<file path="config.mk">
export PLATFORM = sky130hd
export DESIGN_NAME = pipeline_register_hs_flat
export DESIGN_NICKNAME = d
export VERILOG_FILES = /design/src/rtl/pipeline_register_hs_pkg.sv /design/src/rtl/pipeline_register_hs_if.sv /design/src/rtl/pipeline_slot.sv /design/src/rtl/pipeline_register_hs.sv /design/src/flat_wrapper.sv
export SDC_FILE = /design/constraint.sdc
export NUM_CORES = 1
export LEC_CHECK = 0
export BUFFER_PORTS_ARGS = -buffer_cell sky130_fd_sc_hd__buf_2
export CORE_MARGIN = 4
export CORE_UTILIZATION = 49
export DETAILED_ROUTE_END_ITERATION = 8
export PLACE_DENSITY_LB_ADDON = 0.12
export SYNTH_ARGS = -nofsm -noshare
export SYNTH_HDL_FRONTEND = slang
export SYNTH_SLANG_ARGS = --single-unit
</file>
<file path="constraint.sdc">
create_clock -name clk -period 2.65 [get_ports clk]
set_clock_uncertainty 0.2 [all_clocks]
set_input_delay 0.265 -clock clk [delete_from_list [all_inputs] [get_ports clk]]
set_output_delay 0.265 -clock clk [all_outputs]
set_load 0.005 [all_outputs]
</file>
<file path="src/rtl/pipeline_register_hs_pkg.sv">
// Shared defaults and helpers for the elastic pipeline register.
// Optional skid entry is selected with PIPELINE_REG_SKID_EN.
package pipeline_register_hs_pkg;

  localparam int DEF_WIDTH = 32;
  localparam int DEF_DEPTH = 1;

`ifdef PIPELINE_REG_SKID_EN
  localparam bit SKID_EN = 1'b1;
`else
  localparam bit SKID_EN = 1'b0;
`endif

  function automatic int clog2(input int n);
    int r;
    r = 0;
    for (int i = 0; i < 31; i++) begin
      if ((1 << i) < n) r = i + 1;
    end
    return r;
  endfunction

  // Counts 0..DEPTH+1 so the skid entry fits too.
  function automatic int occ_width(input int depth);
    return clog2(depth + 2);
  endfunction

endpackage

</file>
<file path="src/rtl/pipeline_register_hs_if.sv">
// Valid/ready/data handshake bundle.
// master drives valid and data, slave drives ready.
interface pipeline_register_hs_if #(
  parameter int WIDTH = 32
) ();

  logic             valid;
  logic             ready;
  logic [WIDTH-1:0] data;

  modport master (
    output valid,
    output data,
    input  ready
  );

  modport slave (
    input  valid,
    input  data,
    output ready
  );

endinterface

</file>
<file path="src/rtl/pipeline_slot.sv">
// One valid+data register with enable and clear.
// Data only loads when the incoming beat is valid.
module pipeline_slot
  import pipeline_register_hs_pkg::*;
#(
  parameter int WIDTH = DEF_WIDTH
) (
  input  logic             clk,
  input  logic             reset,
  input  logic             en,
  input  logic             clr,
  input  logic             src_v,
  input  logic [WIDTH-1:0] src_d,
  output logic             v,
  output logic [WIDTH-1:0] d
);

  // Capture source beat; clear wins over load.
  always_ff @(posedge clk or negedge reset) begin
    if (!reset) begin
      v <= 1'b0;
      d <= '0;
    end else if (clr) begin
      v <= 1'b0;
    end else if (en) begin
      v <= src_v;
      if (src_v) d <= src_d;
    end
  end

endmodule

</file>
<file path="src/rtl/pipeline_register_hs.sv">
// DEPTH-stage elastic pipeline with stall, flush and bubble collapse.
// Define PIPELINE_REG_SKID_EN to add a skid entry and register in_ready.
module pipeline_register_hs
  import pipeline_register_hs_pkg::*;
#(
  parameter int WIDTH = DEF_WIDTH,
  parameter int DEPTH = DEF_DEPTH,
  parameter int OCC_W = occ_width(DEPTH)
) (
  input  logic                    clk,
  input  logic                    reset,
  input  logic                    flush,
  input  logic                    stall,
  pipeline_register_hs_if.slave   in_if,
  pipeline_register_hs_if.master  out_if,
  output logic [OCC_W-1:0]        occupancy
);

  logic             hold;
  logic [DEPTH-1:0] v;
  logic [DEPTH-1:0] en;
  logic [DEPTH-1:0] src_v;
  logic [WIDTH-1:0] d     [DEPTH];
  logic [WIDTH-1:0] src_d [DEPTH];
  logic             head_v;
  logic [WIDTH-1:0] head_d;
  logic             in_rdy;
  logic             in_xfer;
  logic             out_xfer;

  assign hold = stall | flush;

  // Enable chain from the output side; an empty stage always loads.
  always_comb begin
    en = '0;
    en[DEPTH-1] = (out_if.ready | ~v[DEPTH-1]) & ~hold;
    for (int i = DEPTH - 2; i >= 0; i--) begin
      en[i] = (~v[i] | en[i+1]) & ~hold;
    end
  end

  // Each stage sources from its predecessor, stage 0 from the head.
  always_comb begin
    src_v = '0;
    src_v[0] = head_v;
    src_d[0] = head_d;
    for (int i = 1; i < DEPTH; i++) begin
      src_v[i] = v[i-1];
      src_d[i] = d[i-1];
    end
  end

  for (genvar g = 0; g < DEPTH; g++) begin : g_stage
    pipeline_slot #(
      .WIDTH (WIDTH)
    ) u_slot (
      .clk   (clk),
      .reset (reset),
      .en    (en[g]),
      .clr   (flush),
      .src_v (src_v[g]),
      .src_d (src_d[g]),
      .v     (v[g]),
      .d     (d[g])
    );
  end

`ifdef PIPELINE_REG_SKID_EN
  logic             sv;
  logic [WIDTH-1:0] sd;
  logic             skid_en;

  // Ready comes straight off the skid flop, cutting the
  // combinational path back from out_ready.
  assign in_rdy  = ~sv & ~hold;
  assign head_v  = sv | in_xfer;
  assign head_d  = sv ? sd : in_if.data;
  assign skid_en = sv ? en[0] : (in_xfer & ~en[0]);

  pipeline_slot #(
    .WIDTH (WIDTH)
  ) u_skid (
    .clk   (clk),
    .reset (reset),
    .en    (skid_en),
    .clr   (flush),
    .src_v (~sv),
    .src_d (in_if.data),
    .v     (sv),
    .d     (sd)
  );
`else
  // Timing: in_ready is combinational from out_ready through
  // the whole enable chain (DEPTH levels).
  assign in_rdy = en[0];
  assign head_v = in_if.valid;
  assign head_d = in_if.data;
`endif

  assign in_if.ready  = in_rdy;
  assign in_xfer      = in_if.valid & in_rdy;
  assign out_if.valid = v[DEPTH-1] & ~hold;
  assign out_if.data  = d[DEPTH-1];
  assign out_xfer     = out_if.valid & out_if.ready;

  // Occupancy tracks transfers on both sides; flush empties it.
  always_ff @(posedge clk or negedge reset) begin
    if (!reset) begin
      occupancy <= '0;
    end else if (flush) begin
      occupancy <= '0;
    end else begin
      occupancy <= occupancy
                 + OCC_W'(in_xfer)
                 - OCC_W'(out_xfer);
    end
  end

endmodule

</file>
<file path="src/flat_wrapper.sv">
// flat-port wrapper written by rule: the top's interface ports become plain ports
module pipeline_register_hs_flat import pipeline_register_hs_pkg::*;
#(
  parameter int WIDTH = DEF_WIDTH,
  parameter int DEPTH = DEF_DEPTH,
  parameter int OCC_W = occ_width(DEPTH)
)
  (clk, reset, flush, stall, occupancy, in_if_valid, in_if_data, in_if_ready, out_if_valid, out_if_data, out_if_ready);
  pipeline_register_hs_if #(.WIDTH(WIDTH)) in_if_i ();
  pipeline_register_hs_if #(.WIDTH(WIDTH)) out_if_i ();
  input  logic clk;
  input  logic reset;
  input  logic flush;
  input  logic stall;
  output logic [OCC_W-1:0] occupancy;
  input wire logic [$bits(in_if_i.valid)-1:0] in_if_valid;
  input wire logic [$bits(in_if_i.data)-1:0] in_if_data;
  output wire logic [$bits(in_if_i.ready)-1:0] in_if_ready;
  output wire logic [$bits(out_if_i.valid)-1:0] out_if_valid;
  output wire logic [$bits(out_if_i.data)-1:0] out_if_data;
  input wire logic [$bits(out_if_i.ready)-1:0] out_if_ready;
  assign in_if_i.valid = in_if_valid;
  assign in_if_i.data = in_if_data;
  assign in_if_ready = in_if_i.ready;
  assign out_if_valid = out_if_i.valid;
  assign out_if_data = out_if_i.data;
  assign out_if_i.ready = out_if_ready;
  pipeline_register_hs #(.WIDTH(WIDTH), .DEPTH(DEPTH), .OCC_W(OCC_W)) u_core (.clk(clk), .reset(reset), .flush(flush), .stall(stall), .in_if(in_if_i), .out_if(out_if_i), .occupancy(occupancy));
endmodule
</file>
==> results of run 1 <==
## report_power, final
group          switching, W  internal [W]
Clock              0.000166      0.000103
Sequential        0.0000571      0.000638
Combinational      0.000124      0.000256
Total              0.000347      0.000997
## metrics by stage
stage	total power [W]	hold WS (ps)	cells	utilization [%]	setup slack, ps
after CTS	0.00137	37.4	244	76.3	709
after floorplan	0.000885	-231	87	-	1070
after detailed placement	0.00105	186	201	63.1	882
after global placement	0.00104	165	201	63.1	928
final	0.00134	57.6	244	76.3	701
after global routing	0.00143	52.0	244	76.3	628
## what timing repair did
| action | CTS | global route |
|---|---|---|
| hold buffers | 35 | 0 |
| buffers inserted | 0 | 0 |
| hold endpoints to repair | 69 | 0 |
## worst max path at each step
stage / from / to / slack, ps / cells past startpoint
after floorplan: u_core.g_stage[0].u_slot.v$_DFFE_PN0P_ / u_core.occupancy[0]$_DFF_PN0_ / 1070 / 5
after CTS: flush / u_core.occupancy[0]$_DFF_PN0_ / 710 / 7
after global placement: flush / u_core.occupancy[0]$_DFF_PN0_ / 930 / 6
after detailed placement: flush / u_core.occupancy[0]$_DFF_PN0_ / 880 / 6
final: flush / u_core.occupancy[0]$_DFF_PN0_ / 700 / 7
after global routing: flush / u_core.occupancy[0]$_DFF_PN0_ / 630 / 7
## cells in the final DEF (no fill, tap or decap), types with 2 or more instances in the layout
master	count
sky130_fd_sc_hd__buf_2	73
sky130_fd_sc_hd__dlygate4sd3_1	35
sky130_fd_sc_hd__dfrtp_1	35
sky130_fd_sc_hd__mux2_4	29
sky130_fd_sc_hd__clkbuf_4	5
sky130_fd_sc_hd__mux2_1	3
sky130_fd_sc_hd__inv_1	2
sky130_fd_sc_hd__and2_1	2
sky130_fd_sc_hd__ha_1	2
sky130_fd_sc_hd__clkbuf_1	2
## sequential cells by signal, summed over array words and instances, names as in the netlist
name,cells
u_core.occupancy,2
u_core.g_stage.u_slot.d,32
u_core.g_stage.u_slot.v,1
## metal layers
layer  global-route usage [%]  vias to the layer above  wire [um]
met1                     18.8                      512       1340
met5                        0                        -          0
li1                         -                      517          -
met3                     7.03                        5        277
met2                     29.4                       42       1590
met4                     8.71                        0         72
## final cells by class
class | instances | area, um^2 | share of cell area (%)
Inverter | 3 | 16.3 | 0.704
Clock inverter | 1 | 5.00 | 0.217
Tap cell | 44 | 55.1 | 2.38
Clock buffer | 7 | 45.0 | 1.95
Timing Repair Buffer | 108 | 716 | 31.0
Multi-Input combinational cell | 46 | 597 | 25.8
Sequential cell | 35 | 876 | 37.9
## worst max-delay path: stages
cell	delay, ps
sky130_fd_sc_hd__dlygate4sd3_1	530
sky130_fd_sc_hd__buf_2	150
sky130_fd_sc_hd__nor2_4	150
sky130_fd_sc_hd__nand3_4	110
sky130_fd_sc_hd__inv_6	320
sky130_fd_sc_hd__ha_1	300
sky130_fd_sc_hd__and2b_1	150
## kinds of logic after synthesis
group | share of synthesized area, %
compound gates | 0.323
buf+inv | 4.93
simple gates | 5.17
mux | 30.3
flops | 56.5
fa+ha+maj | 1.62
xor+xnor | 1.13
## Yosys cell counts (all sizes together)
| master | count |
|---|---|
| xnor2 | 1 |
| ha | 2 |
| xor2 | 1 |
| mux2 | 32 |
| and3 | 1 |
| nor2 | 2 |
| and2b | 1 |
| o21ai | 1 |
| or2b | 1 |
| and2 | 2 |
| inv | 3 |
| nand2b | 1 |
| nand3 | 1 |
| buf | 3 |
| dfrtp | 35 |
==> qor.log, run 1 <==
INFO  setup_path     crit_path_max_fanout=33
INFO  cells_and_area final_area=0.00231mm^2
INFO  setup_path     end_kind=flip-flop
INFO  floorplanning  dieWidth=64.2um
INFO  detailed_routing wl=3.28mm
INFO  timing         timing.final.crit_period=1950ps
INFO  place          detailed_place.area=0.00191mm^2
INFO  cells_and_area area_growth_from_synthesis_to_layout=49.1%
INFO  global_route   grt_first_pass_wirelength=5.33mm
INFO  place          gp_congestion=0.709
INFO  pwr            irDropWorstVdd=0.302mV
INFO  detailed_routing route.antenna.remaining_nets=0
INFO  cells_and_area final_net_count=239
INFO  setup_path     critical_path_required=2680ps
INFO  cts            tritoncts.num_buffers=5
INFO  cts            postCtsResizedCells=0
INFO  floorplanning  placement_rows=20
INFO  cells_and_area diodes=0
INFO  synth          postSynthNetCount=127
INFO  place          post-dp-hpwl=2.09mm
INFO  detailed_routing routed-via-count=1076
INFO  detailed_routing avgViaCountPerCell=4.41
INFO  timing         report.final.setup_viol=0
INFO  cts            htreeDepth=2
INFO  floorplanning  dieHeight=64.2um
INFO  synth          synth_area_per_cell=17.8um^2
INFO  synth          synth_largest_area_cell=sky130_fd_sc_hd__dfrtp_1
INFO  hold_path      min-delay-path-class=input port to flip-flop
INFO  cts            insertion_delay=330ps
INFO  floorplanning  fp.dieArea=0.00412mm^2
INFO  timing         worst_slew_margin_rel=50.1%
INFO  timing         worst-slew-pin-transition=749ps
INFO  global_route   grt_max_degree=36
INFO  timing         slew_viol_final=0
INFO  setup_path     worst_r2r_startpoint=u_core.g_stage[0].u_slot.v$_DFFE_PN0P_
INFO  setup_path     worstSetupStartpointType=input port
INFO  timing         final_hold_viol_count=0
INFO  pwr            power_density=582mW/mm^2
INFO  synth          yosys_cell_types=18
INFO  global_route   antenna_violations_before_repair=0
INFO  floorplanning  core_area=0.00303mm^2
INFO  pwr            leakagePower=1.19nW
INFO  cells_and_area nFillCells=190
INFO  detailed_routing drtIter0Drc=14
INFO  detailed_routing drc=0
INFO  timing         setup_repair_after_global_routing_missed_its_margin=no
INFO  cts            tritoncts=done
INFO  setup_path     arrival=1980ps
INFO  cells_and_area post_route_cells_drive_above_1_share=56.0%
INFO  detailed_routing wirelength_per_cell=13.4um
INFO  global_route   grt_pass1_vias=1157
INFO  timing         max_clock_freq=513MHz
INFO  synth          yosys_warnings=0
INFO  cts            clockRootBuffer=sky130_fd_sc_hd__clkbuf_4
INFO  floorplanning  floorplan.initialDensity=51.2%
INFO  setup_path     critPathKind=input port to flip-flop
INFO  setup_path     ff2ff_path_depth=5
INFO  place          portBuffers=73
INFO  run            cap_violations=0
INFO  setup_path     reg2reg_setup_slack=950ps
INFO  synth          yosys_register_bits=35
INFO  timing         period_share=73.5%
INFO  global_route   globalRoute.totalOverflow=0
INFO  cts            cts.clk_slew.worst_paths=100ps
INFO  hold_path      hold_path.startpoint=stall
INFO  hold_path      worst_hold_path.endpoint=u_core.g_stage[0].u_slot.v$_DFFE_PN0P_
INFO  hold_path      whs_path_depth=4
INFO  cts            clk_path_buf_depth=2
INFO  run_status     run_status=finished, final reports clean
INFO  setup_path     critical_path.reg2reg.endpoint=u_core.occupancy[0]$_DFF_PN0_
INFO  synth          post-synth-top-area-fraction=56.5%
INFO  detailed_routing detailedRoute.firstPassIterationCount=2
INFO  global_route   globalRouteTotalUtil=17.4%
INFO  floorplanning  ios=74
INFO  synth          synthTopCellsByArea=sky130_fd_sc_hd__dfrtp_1 (57%), sky130_fd_sc_hd__mux2_4 (28%), sky130_fd_sc_hd__buf_12 (3.9%), sky130_fd_sc_hd__mux2_1 (2.2%), sky130_fd_sc_hd__ha_1 (1.6%)
INFO  cts            cts_num_sinks=35
INFO  synth          synthesis.instances=87
INFO  timing         final.setup.tns=0ps
INFO  synth          synth.cell_area=0.00155mm^2
INFO  synth          ys_seq_area_share=56.5%
Power figures use the tool's default switching activity.
==> run 2, diff against run 1 <==
- CORE_UTILIZATION: 49 -> 41
- clock period: 2.65 -> 1.6 ns (I/O delays scaled with it)
==> run 2 against run 1 <==
Net effect: the run now ends with setup timing left; register-to-register slack lost 960 ps; wire length up 12%; sequential share of layout area shrank 1.9 points; critical path type is now flip-flop to flip-flop; largest power group unchanged.
==> qor.log, run 2 (synthesis results as in run 1) <==
INFO  cells_and_area reg_top3=u_core.g_stage.u_slot.d (32), u_core.occupancy (2), u_core.g_stage.u_slot.v (1)
INFO  global_route   antenna_violations_before_repair=0 [unchanged]
INFO  hold_path      min-delay-path-class=input port to flip-flop
INFO  cells_and_area post_route_cells_drive_above_1_share=56.6% [+0.59 points]
INFO  detailed_routing detailedRoute.firstPassIterationCount=4 [+2]
INFO  cells_and_area final_net_count=244 [+2.1%]
INFO  cts            htreeDepth=2 [unchanged]
INFO  detailed_routing route.antenna.remaining_nets=0 [unchanged]
INFO  cts            clk_path_buf_depth=2 [unchanged]
INFO  setup_path     crit_path_max_fanout=4 [-88%]
INFO  floorplanning  placement_rows=22 [+10%]
INFO  detailed_routing avgViaCountPerCell=4.44 [+0.66%]
INFO  cells_and_area final_core_util=66.4% [-9.9 points]
INFO  timing         finalWorstSetupSlack=-10.8ps [-712 ps]
INFO  cts            tritoncts.num_buffers=5 [unchanged]
INFO  detailed_routing route.met2.wl=1.92mm [+21%]
INFO  place          portBuffers=73 [unchanged]
INFO  cells_and_area final_common_cell=sky130_fd_sc_hd__buf_2
INFO  setup_path     largest_stage_delay_on_the_critical_path=420ps [-110 ps]
INFO  place          placement.setup.worst_slack=-29.7ps [-911 ps]
INFO  timing         period_share=101%
INFO  timing         worst-slew-pin-transition=451ps [-298 ps]
INFO  setup_path     critical-path-top-delay-family=adder cells
INFO  timing         setup_repair_after_global_routing_missed_its_margin=yes
INFO  cts            clockRootBuffer=sky130_fd_sc_hd__clkbuf_8
INFO  cells_and_area largest_register_ffs=32 [unchanged]
INFO  detailed_routing wl=3.66mm [+12%]
INFO  detailed_routing dr_wl_met3=241um [-13%]
INFO  timing         report.final.setup_viol=1 [+1]
INFO  cells_and_area area_growth_from_synthesis_to_layout=56.9%
INFO  cts            cts_num_sinks=35 [unchanged]
INFO  timing         timing.final.crit_period=1610ps
INFO  detailed_routing drtIter0Drc=26 [+12]
INFO  setup_path     arrival=1580ps [-400 ps]
INFO  cells_and_area nFillCells=275 [+45%]
INFO  cells_and_area top_register=u_core.g_stage.u_slot.d
INFO  run_status     run_status=finished, violations left
INFO  floorplanning  floorplan.initialDensity=42.3% [-8.8 points]
INFO  global_route   globalRouteTotalUtil=16.0% [-1.4 points]
INFO  floorplanning  core_area=0.00366mm^2 [+21%]
INFO  timing         worst_slew_margin_rel=69.9% [+20 points]
INFO  floorplanning  ios=74 [unchanged]
INFO  detailed_routing drc=0 [unchanged]
INFO  setup_path     critical_path_required=1570ps [-1110 ps]
INFO  floorplanning  dieWidth=69.5um [+8.2%]
INFO  run            cap_violations=0 [unchanged]
INFO  cells_and_area most-common-layout-cells=sky130_fd_sc_hd__buf_2 (73), sky130_fd_sc_hd__dlygate4sd3_1 (36), sky130_fd_sc_hd__dfrtp_1 (35)
INFO  global_route   grt_first_pass_wirelength=6.10mm [+15%]
INFO  global_route   globalRoute.totalOverflow=0 [unchanged]
INFO  setup_path     critPathMostFrequentCell=sky130_fd_sc_hd__ha_1
INFO  timing         holdWs=30.7ps [-26.9 ps]
INFO  setup_path     end_kind=flip-flop
INFO  cts            insertion_delay=280ps [-50 ps]
INFO  cells_and_area final_area=0.00243mm^2 [+5.3%]
INFO  setup_path     critical_path.cell_chain=and3_1 -> ha_1 -> inv_1 -> ha_1 -> and2b_1
INFO  place          gp_congestion=0.748 [+5.4%]
INFO  floorplanning  fp.dieArea=0.00483mm^2 [+17%]
INFO  floorplanning  dieHeight=69.5um [+8.2%]
INFO  setup_path     critPathSlowestCell=sky130_fd_sc_hd__dfrtp_1
INFO  global_route   grt_pass1_vias=1331 [+15%]
INFO  setup_path     worstSetupStartpointType=flip-flop
INFO  global_route   grt_max_degree=22 [-39%]
INFO  place          post-dp-hpwl=2.33mm [+11%]
INFO  pwr            total_power=0.00240W [+78%]
INFO  timing         slew_viol_final=0 [unchanged]
INFO  cts            cts.clk_slew.worst_paths=60ps [-40 ps]
INFO  detailed_routing routed-via-count=1123 [+4.4%]
INFO  detailed_routing routed.top_layer=met4
INFO  setup_path     critPathKind=flip-flop to flip-flop
INFO  run_status     violations_in_the_final_reports=setup timing
INFO  timing         max_clock_freq=621MHz
INFO  pwr            power_density=986mW/mm^2 [+69%]
INFO  cts            tritoncts=done
INFO  pwr            irDropWorstVdd=0.608mV [+100%]
INFO  setup_path     crit_buf_inv=1 [-2]
INFO  detailed_routing wirelength_per_cell=14.5um [+7.9%]
INFO  detailed_routing wl_met1=1.45mm [+8.7%]
INFO  place          detailed_place.area=0.00196mm^2 [+2.8%]
INFO  cells_and_area diodes=0 [unchanged]
INFO  timing         final_hold_viol_count=0 [unchanged]
INFO  pwr            leakagePower=1.24nW [+4.3%]
==> run 2: changes by cell type in the layout (fill, tap and decap cells not counted) <==
cell,delta
sky130_fd_sc_hd__clkbuf_4,-5
sky130_fd_sc_hd__clkbuf_8,+5
sky130_fd_sc_hd__buf_12,+2
sky130_fd_sc_hd__buf_4,+1
sky130_fd_sc_hd__clkbuf_16,+1
sky130_fd_sc_hd__dlygate4sd3_1,+1
sky130_fd_sc_hd__inv_6,-1
sky130_fd_sc_hd__inv_8,+1
==> run 2: repair_timing <==
action,in CTS,in global routing
gates cloned,0,1
hold endpoints to repair,54,0
pin swaps,3,1
setup endpoints to repair,2,5
resized for setup,0,1
buffers inserted,0,0
hold buffers,36,0
==> run 2: final timing paths <==
path | to | depth (start not counted) | slack [ps] | startpoint
setup / recovery | u_core.occupancy[0]$_DFF_PN0_ | 5 | -10 | u_core.g_stage[0].u_slot.v$_DFFE_PN0P_
hold / removal | u_core.occupancy[0]$_DFF_PN0_ | 2 | 30 | flush
setup reg to reg | u_core.occupancy[0]$_DFF_PN0_ | 5 | -10 | u_core.g_stage[0].u_slot.v$_DFFE_PN0P_
hold reg to reg | u_core.g_stage[0].u_slot.d[15]$_DFFE_PN0P_ | 1 | 280 | u_core.g_stage[0].u_slot.d[15]$_DFFE_PN0P_
max in group asynchronous | u_core.g_stage[0].u_slot.d[11]$_DFFE_PN0P_ | 3 | 450 | reset
min in group asynchronous | u_core.g_stage[0].u_slot.d[22]$_DFFE_PN0P_ | 2 | 170 | reset
==> run 2: cell type report <==
class                           instances  area, um^2  area share (%)
Sequential cell                        35         876            36.0
Clock buffer                            7        76.3            3.14
Tap cell                               48        60.1            2.47
Inverter                                3        18.8           0.772
Clock inverter                          1        5.00           0.206
Multi-Input combinational cell         46         597            24.5
Timing Repair Buffer                  113         798            32.8
==> run 2: through the flow <==
| step | TNS (ps) | std cells |
|---|---|---|
| 2_1_floorplan | 0 | 87 |
| 3_3_place_gp | -5.91 | 208 |
| 3_5_place_dp | -46.6 | 208 |
| 4_1_cts | -7.98 | 252 |
| 5_1_grt | -114 | 253 |
| 6_report | -10.8 | 253 |
==> run 2: report_power, final <==
part	internal (W)	leakage (nW)	switching (W)
Combinational	0.000439	0.778	0.000212
Clock	0.000305	0.0422	0.000285
Sequential	0.00106	0.420	0.0000963
==> run 2: worst register-to-register path, delay by kind of cell, from the launching register on <==
family        cells  cell delay, ps
fa+ha+maj         2             530
buf+inv           1              40
flops             1             420
simple gates      2             310
==> run 2: routing by layer <==
layer / vias up / global-route usage (%)
met3: 6 / 6.96
met5: - / 0
met2: 45 / 28.3
li1: 530 / -
met4: 0 / 4.56
met1: 542 / 17.3
